$ cat config.mk
export PLATFORM = sky130hd
export DESIGN_NAME = lsu_ctrl
export DESIGN_NICKNAME = d
export VERILOG_FILES = /design/src/rtl/lsu_ctrl.sv
export SDC_FILE = /design/constraint.sdc
export NUM_CORES = 1
export LEC_CHECK = 0
export CORE_ASPECT_RATIO = 1.4
export CORE_MARGIN = 5
export CORE_UTILIZATION = 31
export DETAILED_ROUTE_END_ITERATION = 7
export PLACE_DENSITY = 0.52
export SLEW_MARGIN = 30
export SYNTH_ARGS = -nofsm -noshare
export SYNTH_HDL_FRONTEND = slang
export SYNTH_SLANG_ARGS = --single-unit
$ cat constraint.sdc
create_clock -name clk -period 6.1 [get_ports clk]
set_input_delay 1.22 -clock clk [delete_from_list [all_inputs] [get_ports clk]]
set_output_delay 1.22 -clock clk [all_outputs]
set_load 0.02 [all_outputs]
$ cat src/rtl/lsu_ctrl.sv
// Load/store unit: word-aligned memory requests, byte masks, load extension.
// Define LSU_MISALIGN_SPLIT_EN to split word-crossing accesses in two.
module lsu_ctrl #(
  parameter int addrWidth = 32,
  parameter int dataWidth = 32
) (
  input  logic                 clk,
  input  logic                 rst,
  input  logic                 reqValid,
  output logic                 reqReady,
  input  logic                 reqWe,
  input  logic [2:0]           reqOp,
  input  logic [addrWidth-1:0] reqAddr,
  input  logic [dataWidth-1:0] reqWdata,
  output logic                 respValid,
  input  logic                 respReady,
  output logic [dataWidth-1:0] respRdata,
  output logic                 respErr,
  output logic                 memReq,
  input  logic                 memGnt,
  output logic [addrWidth-1:0] memAddr,
  output logic                 memWe,
  output logic [dataWidth-1:0] memWdata,
  output logic [3:0]           memWmask,
  input  logic                 memRvalid,
  input  logic [dataWidth-1:0] memRdata
);

  typedef enum logic [2:0] {
    IDLE, ISSUE0, WAIT0, ISSUE1, WAIT1, RESP
  } state_t;

  state_t state_q, state_d;

  logic                 we_q;
  logic [2:0]           op_q;
  logic [1:0]           off_q;
  logic [addrWidth-1:0] base_q;
  logic [7:0]           m8_q;
  logic [63:0]          d64_q;
  logic                 split_q;
  logic                 err_q;
  logic [dataWidth-1:0] lo_q, lo_d;
  logic [dataWidth-1:0] hi_q, hi_d;

  logic       legal_in;
  logic [3:0] smask_in;
  logic [7:0] m8_in;
  logic [63:0] d64_in;
  logic       split_in;
  logic       bad_in;
  logic       accept;

  always_comb begin
    legal_in = 1'b1;
    smask_in = 4'b1111;
    case (reqOp)
      3'd0, 3'd4: smask_in = 4'b0001;
      3'd1, 3'd5: smask_in = 4'b0011;
      3'd2:       smask_in = 4'b1111;
      default:    legal_in = 1'b0;
    endcase
  end

  assign m8_in  = {4'h0, smask_in} << reqAddr[1:0];
  assign d64_in = {32'h0, reqWdata} << {reqAddr[1:0], 3'b000};
  // Any lane spilling into the upper nibble means the access crosses a word.
  assign split_in = |m8_in[7:4];

`ifdef LSU_MISALIGN_SPLIT_EN
  assign bad_in = !legal_in;
`else
  assign bad_in = !legal_in || split_in;
`endif

  assign accept = (state_q == IDLE) && reqValid;

  always_comb begin
    state_d   = state_q;
    lo_d      = lo_q;
    hi_d      = hi_q;
    reqReady  = 1'b0;
    respValid = 1'b0;
    memReq    = 1'b0;
    memAddr   = '0;
    memWe     = 1'b0;
    memWdata  = '0;
    memWmask  = '0;
    unique case (state_q)
      IDLE: begin
        reqReady = 1'b1;
        if (reqValid) begin
          lo_d    = '0;
          hi_d    = '0;
          state_d = bad_in ? RESP : ISSUE0;
        end
      end
      ISSUE0: begin
        memReq   = 1'b1;
        memAddr  = base_q;
        memWe    = we_q;
        memWdata = d64_q[31:0];
        memWmask = m8_q[3:0];
        if (memGnt) begin
          if (!we_q)        state_d = WAIT0;
          else if (split_q) state_d = ISSUE1;
          else              state_d = RESP;
        end
      end
      WAIT0: begin
        if (memRvalid) begin
          lo_d    = memRdata;
          state_d = split_q ? ISSUE1 : RESP;
        end
      end
      ISSUE1: begin
        memReq   = 1'b1;
        memAddr  = base_q + addrWidth'(4);
        memWe    = we_q;
        memWdata = d64_q[63:32];
        memWmask = m8_q[7:4];
        if (memGnt) state_d = we_q ? RESP : WAIT1;
      end
      WAIT1: begin
        if (memRvalid) begin
          hi_d    = memRdata;
          state_d = RESP;
        end
      end
      RESP: begin
        respValid = 1'b1;
        if (respReady) state_d = IDLE;
      end
      default: state_d = IDLE;
    endcase
  end

  always_ff @(posedge clk or posedge rst) begin
    if (rst) begin
      state_q <= IDLE;
      we_q    <= 1'b0;
      op_q    <= '0;
      off_q   <= '0;
      base_q  <= '0;
      m8_q    <= '0;
      d64_q   <= '0;
      split_q <= 1'b0;
      err_q   <= 1'b0;
      lo_q    <= '0;
      hi_q    <= '0;
    end else begin
      state_q <= state_d;
      lo_q    <= lo_d;
      hi_q    <= hi_d;
      if (accept) begin
        we_q    <= reqWe;
        op_q    <= reqOp;
        off_q   <= reqAddr[1:0];
        base_q  <= {reqAddr[addrWidth-1:2], 2'b00};
        m8_q    <= m8_in;
        d64_q   <= d64_in;
        split_q <= split_in;
        err_q   <= bad_in;
      end
    end
  end

  logic [31:0] r;
  logic [31:0] ext;

  assign r = 32'({hi_q, lo_q} >> {off_q, 3'b000});

  always_comb begin
    ext = r;
    unique case (1'b1)
      op_q == 3'd0: ext = {{24{r[7]}}, r[7:0]};
      op_q == 3'd4: ext = {24'h0, r[7:0]};
      op_q == 3'd1: ext = {{16{r[15]}}, r[15:0]};
      op_q == 3'd5: ext = {16'h0, r[15:0]};
      default:      ext = r;
    endcase
  end

  assign respRdata = (state_q == RESP && !we_q && !err_q) ? ext : '0;
  assign respErr   = (state_q == RESP) && err_q;

endmodule

==> results by group <==
Pwr
  • Sequential share of power: 36.3%
  • Total power: 5410 uW
  • Sw Ratio: 42.1%
  • Worst vdd ir: 0.000187 V
  • Switching power: 2280 uW
  • Leak Pwr: 0.00508 uW
  • Logic gate share of total power: 44.5%
  • Clock power share: 19.2%
  • Cell-internal power: 3130 uW
  • Pwr per Cell Area: 443 mW/mm2

Route
  • Via count: 8,337
  • Detail Route Antenna Nets: 0
  • Via density per instance: 5.07
  • WL per Instance: 19.0 um
  • Drt total wl: 31.3 mm
  • First-iteration detailed-routing DRC count: 435
  • DRC: 0
  • DRT Pass-1 Iters: 5

Logic synthesis
  • Post-synthesis cell count: 1,088
  • Post-synth cell types: 57
  • Avg Synthesized Cell Area: 8.55 um2
  • Post-Synthesis Cell Area: 0.00930 mm2
  • Ys async rst share: 100%
  • Yosys warning total: 0
  • Seq/Total Area, Yosys: 43.0%
  • Most common flop cell mapped by yosys: dfrtp_1
  • Post-synth EDFFs: 0
  • Register bit total from synthesis: 160

Timing
  • Max Slew Vio Count: 0
  • Worst-Margin Slew: 0.882 ns
  • Post-route setup TNS: 0 ns
  • Slew headroom: 41.0%
  • Fin crit share: 76.5%
  • Unrepaired setup endpoints after global routing: no
  • Setup Viol. Count Final: 0
  • Tmin final: 4.67 ns
  • Clk_skew: 0.00930 ns
  • Fmax: 214 MHz
  • Endpoints failing hold: 0

Global route
  • Remaining Overflow, GRT: 0
  • Tot GR Track Use: 18.7%
  • Number of antenna violations at the first check in global routing: 4
  • First-pass GRT wire length: 49.5 mm
  • Vias in the first global route: 8,594
  • Largest net degree at the start of global routing: 102

Layout
  • Multi-input logic area: 0.00492 mm2
  • Nets: 1,353
  • Filler cells: 3,114
  • Final Core Density: 40.9%
  • Register Area: 0.00401 mm2
  • Layout area overhead: 31.3%
  • Share of layout cells above drive strength 1: 8.74%

Clock network
  • CTS Buf Count: 17
  • Clk slew on worst S/H paths: 0.06 ns
  • Setup Buffers After CTS: 0
  • CTS H-tree lvls: 4
  • CTS tree: built
  • Post-CTS Hold Buffers: 0
  • Post-cts resize count: 0
  • Latest clock arrival within the worst-skew pair: 0.43 ns
  • Num Clock Sinks: 160
  • Root Buffer: clkbuf_16
  • Clk buf depth: 2

Flow run
  • Max_cap viols: 0

Die
  • Num rows: 75
  • Core area: 0.0298 mm2
  • # IOs: 211
  • Initial core utilization: 31.2%
  • Die width: 156 um
  • Die ar.: 0.0336 mm2
  • Die Ht: 215 um

Place
  • Post-DP HPWL: 22.6 mm
  • GP Congestion: 0.800
  • PortBufs: 208

Status
  • Status: finished clean

Setup path
  • Crit Path Max Fanout: 14
  • CP startpoint kind: flip-flop
  • CP Class: flip-flop to output pin
  • WP data required: 4.88 ns
  • Arrival time of the worst setup path: 3.45 ns
  • Critical Path End Type: output pin

Worst hold path
  • Hold crit path type: flip-flop to flip-flop
## synth_stat cells, types with 3 or more instances
cell	n	area (um2)
or4_1	13	97.6
nor4_1	3	18.8
o31ai_1	20	150
dfrtp_1	160	4000
nand4_1	12	75.1
nor3_1	6	30.0
and2_1	23	144
nand3_1	35	175
nor2b_1	11	68.8
nand2b_1	6	37.5
xnor2_1	6	52.6
buf_1	10	37.5
and4_1	4	35.0
a21oi_1	59	295
mux4_2	28	631
nand2_1	340	1280
or3_1	6	37.5
mux2_2	19	214
inv_1	9	33.8
buf_4	4	30.0
mux2i_1	52	521
buf_2	26	130
nor2_1	71	267
clkbuf_1	42	158
xor2_1	6	52.6
o21ai_0	79	395
## worst max-delay path, cell delays in order, from the launching register on
cell and delay, ns:
dfrtp_1 0.68, nand3b_4 0.16, or2_0 0.52, or4_1 0.88, nand2_1 0.17, clkdlybuf4s50_1 0.61
## final timing paths
check                      cells past startpoint             to  slack [ns]        from
setup / recovery                               5  respRdata[19]        1.43  state_q[2]
hold / removal                                 2       d64_q[0]        0.46    d64_q[0]
setup reg to reg                               5      d64_q[14]        3.41  state_q[1]
hold reg to reg                                2       d64_q[0]        0.46    d64_q[0]
max in group asynchronous                      3     state_q[1]        3.76         rst
min in group asynchronous                      2      d64_q[22]        1.32         rst
## layer usage
metal | track usage (%) | part of all wire, %
met1 | 22.5 | 40
met2 | 32.3 | 52
met3 | 4.83 | 5.6
met4 | 6.14 | 2.7
met5 | 0 | 0.064
## final cells by class
type / count / area share, %
clock buffer: 20 / 3.66
sequential: 160 / 32.8
inverter: 10 / 0.369
multi-input combinational: 834 / 40.3
antenna: 2 / 0.0410
clock inverter: 12 / 0.902
tap: 385 / 3.94
timing repair buffer: 223 / 18.0
## cells in the final DEF, fill, tap and decap left out, drive strengths merged, types with 3 or more instances in the layout
| cell | n |
|---|---|
| inv | 11 |
| nor2b | 11 |
| nand2 | 340 |
| nand2b | 6 |
| mux4 | 28 |
| o21ai | 79 |
| or3 | 6 |
| nand3 | 36 |
| dfrtp | 160 |
| or2 | 4 |
| nor4 | 3 |
| nand4 | 13 |
| clkinvlp | 4 |
| clkinv | 6 |
| mux2i | 52 |
| nor2 | 71 |
| buf | 16 |
| and2 | 23 |
| xor2 | 6 |
| and4 | 4 |
| a21oi | 59 |
| xnor2 | 6 |
| nor3 | 6 |
| clkdlybuf4s50 | 207 |
| o31ai | 20 |
| or4 | 14 |
| clkbuf | 20 |
| mux2 | 19 |
## power groups by stage
stage          sequential, uW  clock [uW]  combinational (uW)
2_1_floorplan            1770           0                1700
3_3_place_gp             1960           0                2420
3_5_place_dp             1980           0                2440
4_1_cts                  1970        1070                2450
5_1_grt                  2040        1110                2670
6_report                 1960        1040                2400
## state kept, by name, indices dropped and copies added, names as in the netlist
register	flops
hi_q	24
err_q	1
split_q	1
base_q	30
we_q	1
op_q	3
m8_q	7
lo_q	32
state_q	3
d64_q	56
off_q	2
## kinds of logic after synthesis
family	count (synthesis)	share of synthesized area, %
DFF	160	43.0
adders and majority gates	1	0.134
xor gates and xnor gates	12	1.13
muxes	99	14.7
and+or+nand+nor	544	25.8
buffers and inverters	95	4.52
AOI/OAI and AO/OA	176	10.6
other	1	0.0403
## through the flow
step                cell area, um2  worst slack, ns  cells  hold WS (ns)
finish                       12200             1.43   1646         0.464
global route                 12200             1.27   1646         0.490
detailed placement           11600             1.90   1612         0.455
floorplan                     9310            0.560   1089         0.438
global placement             11600             1.98   1612         0.449
CTS                          12200             1.44   1644         0.470
Power figures use the tool's default switching activity.
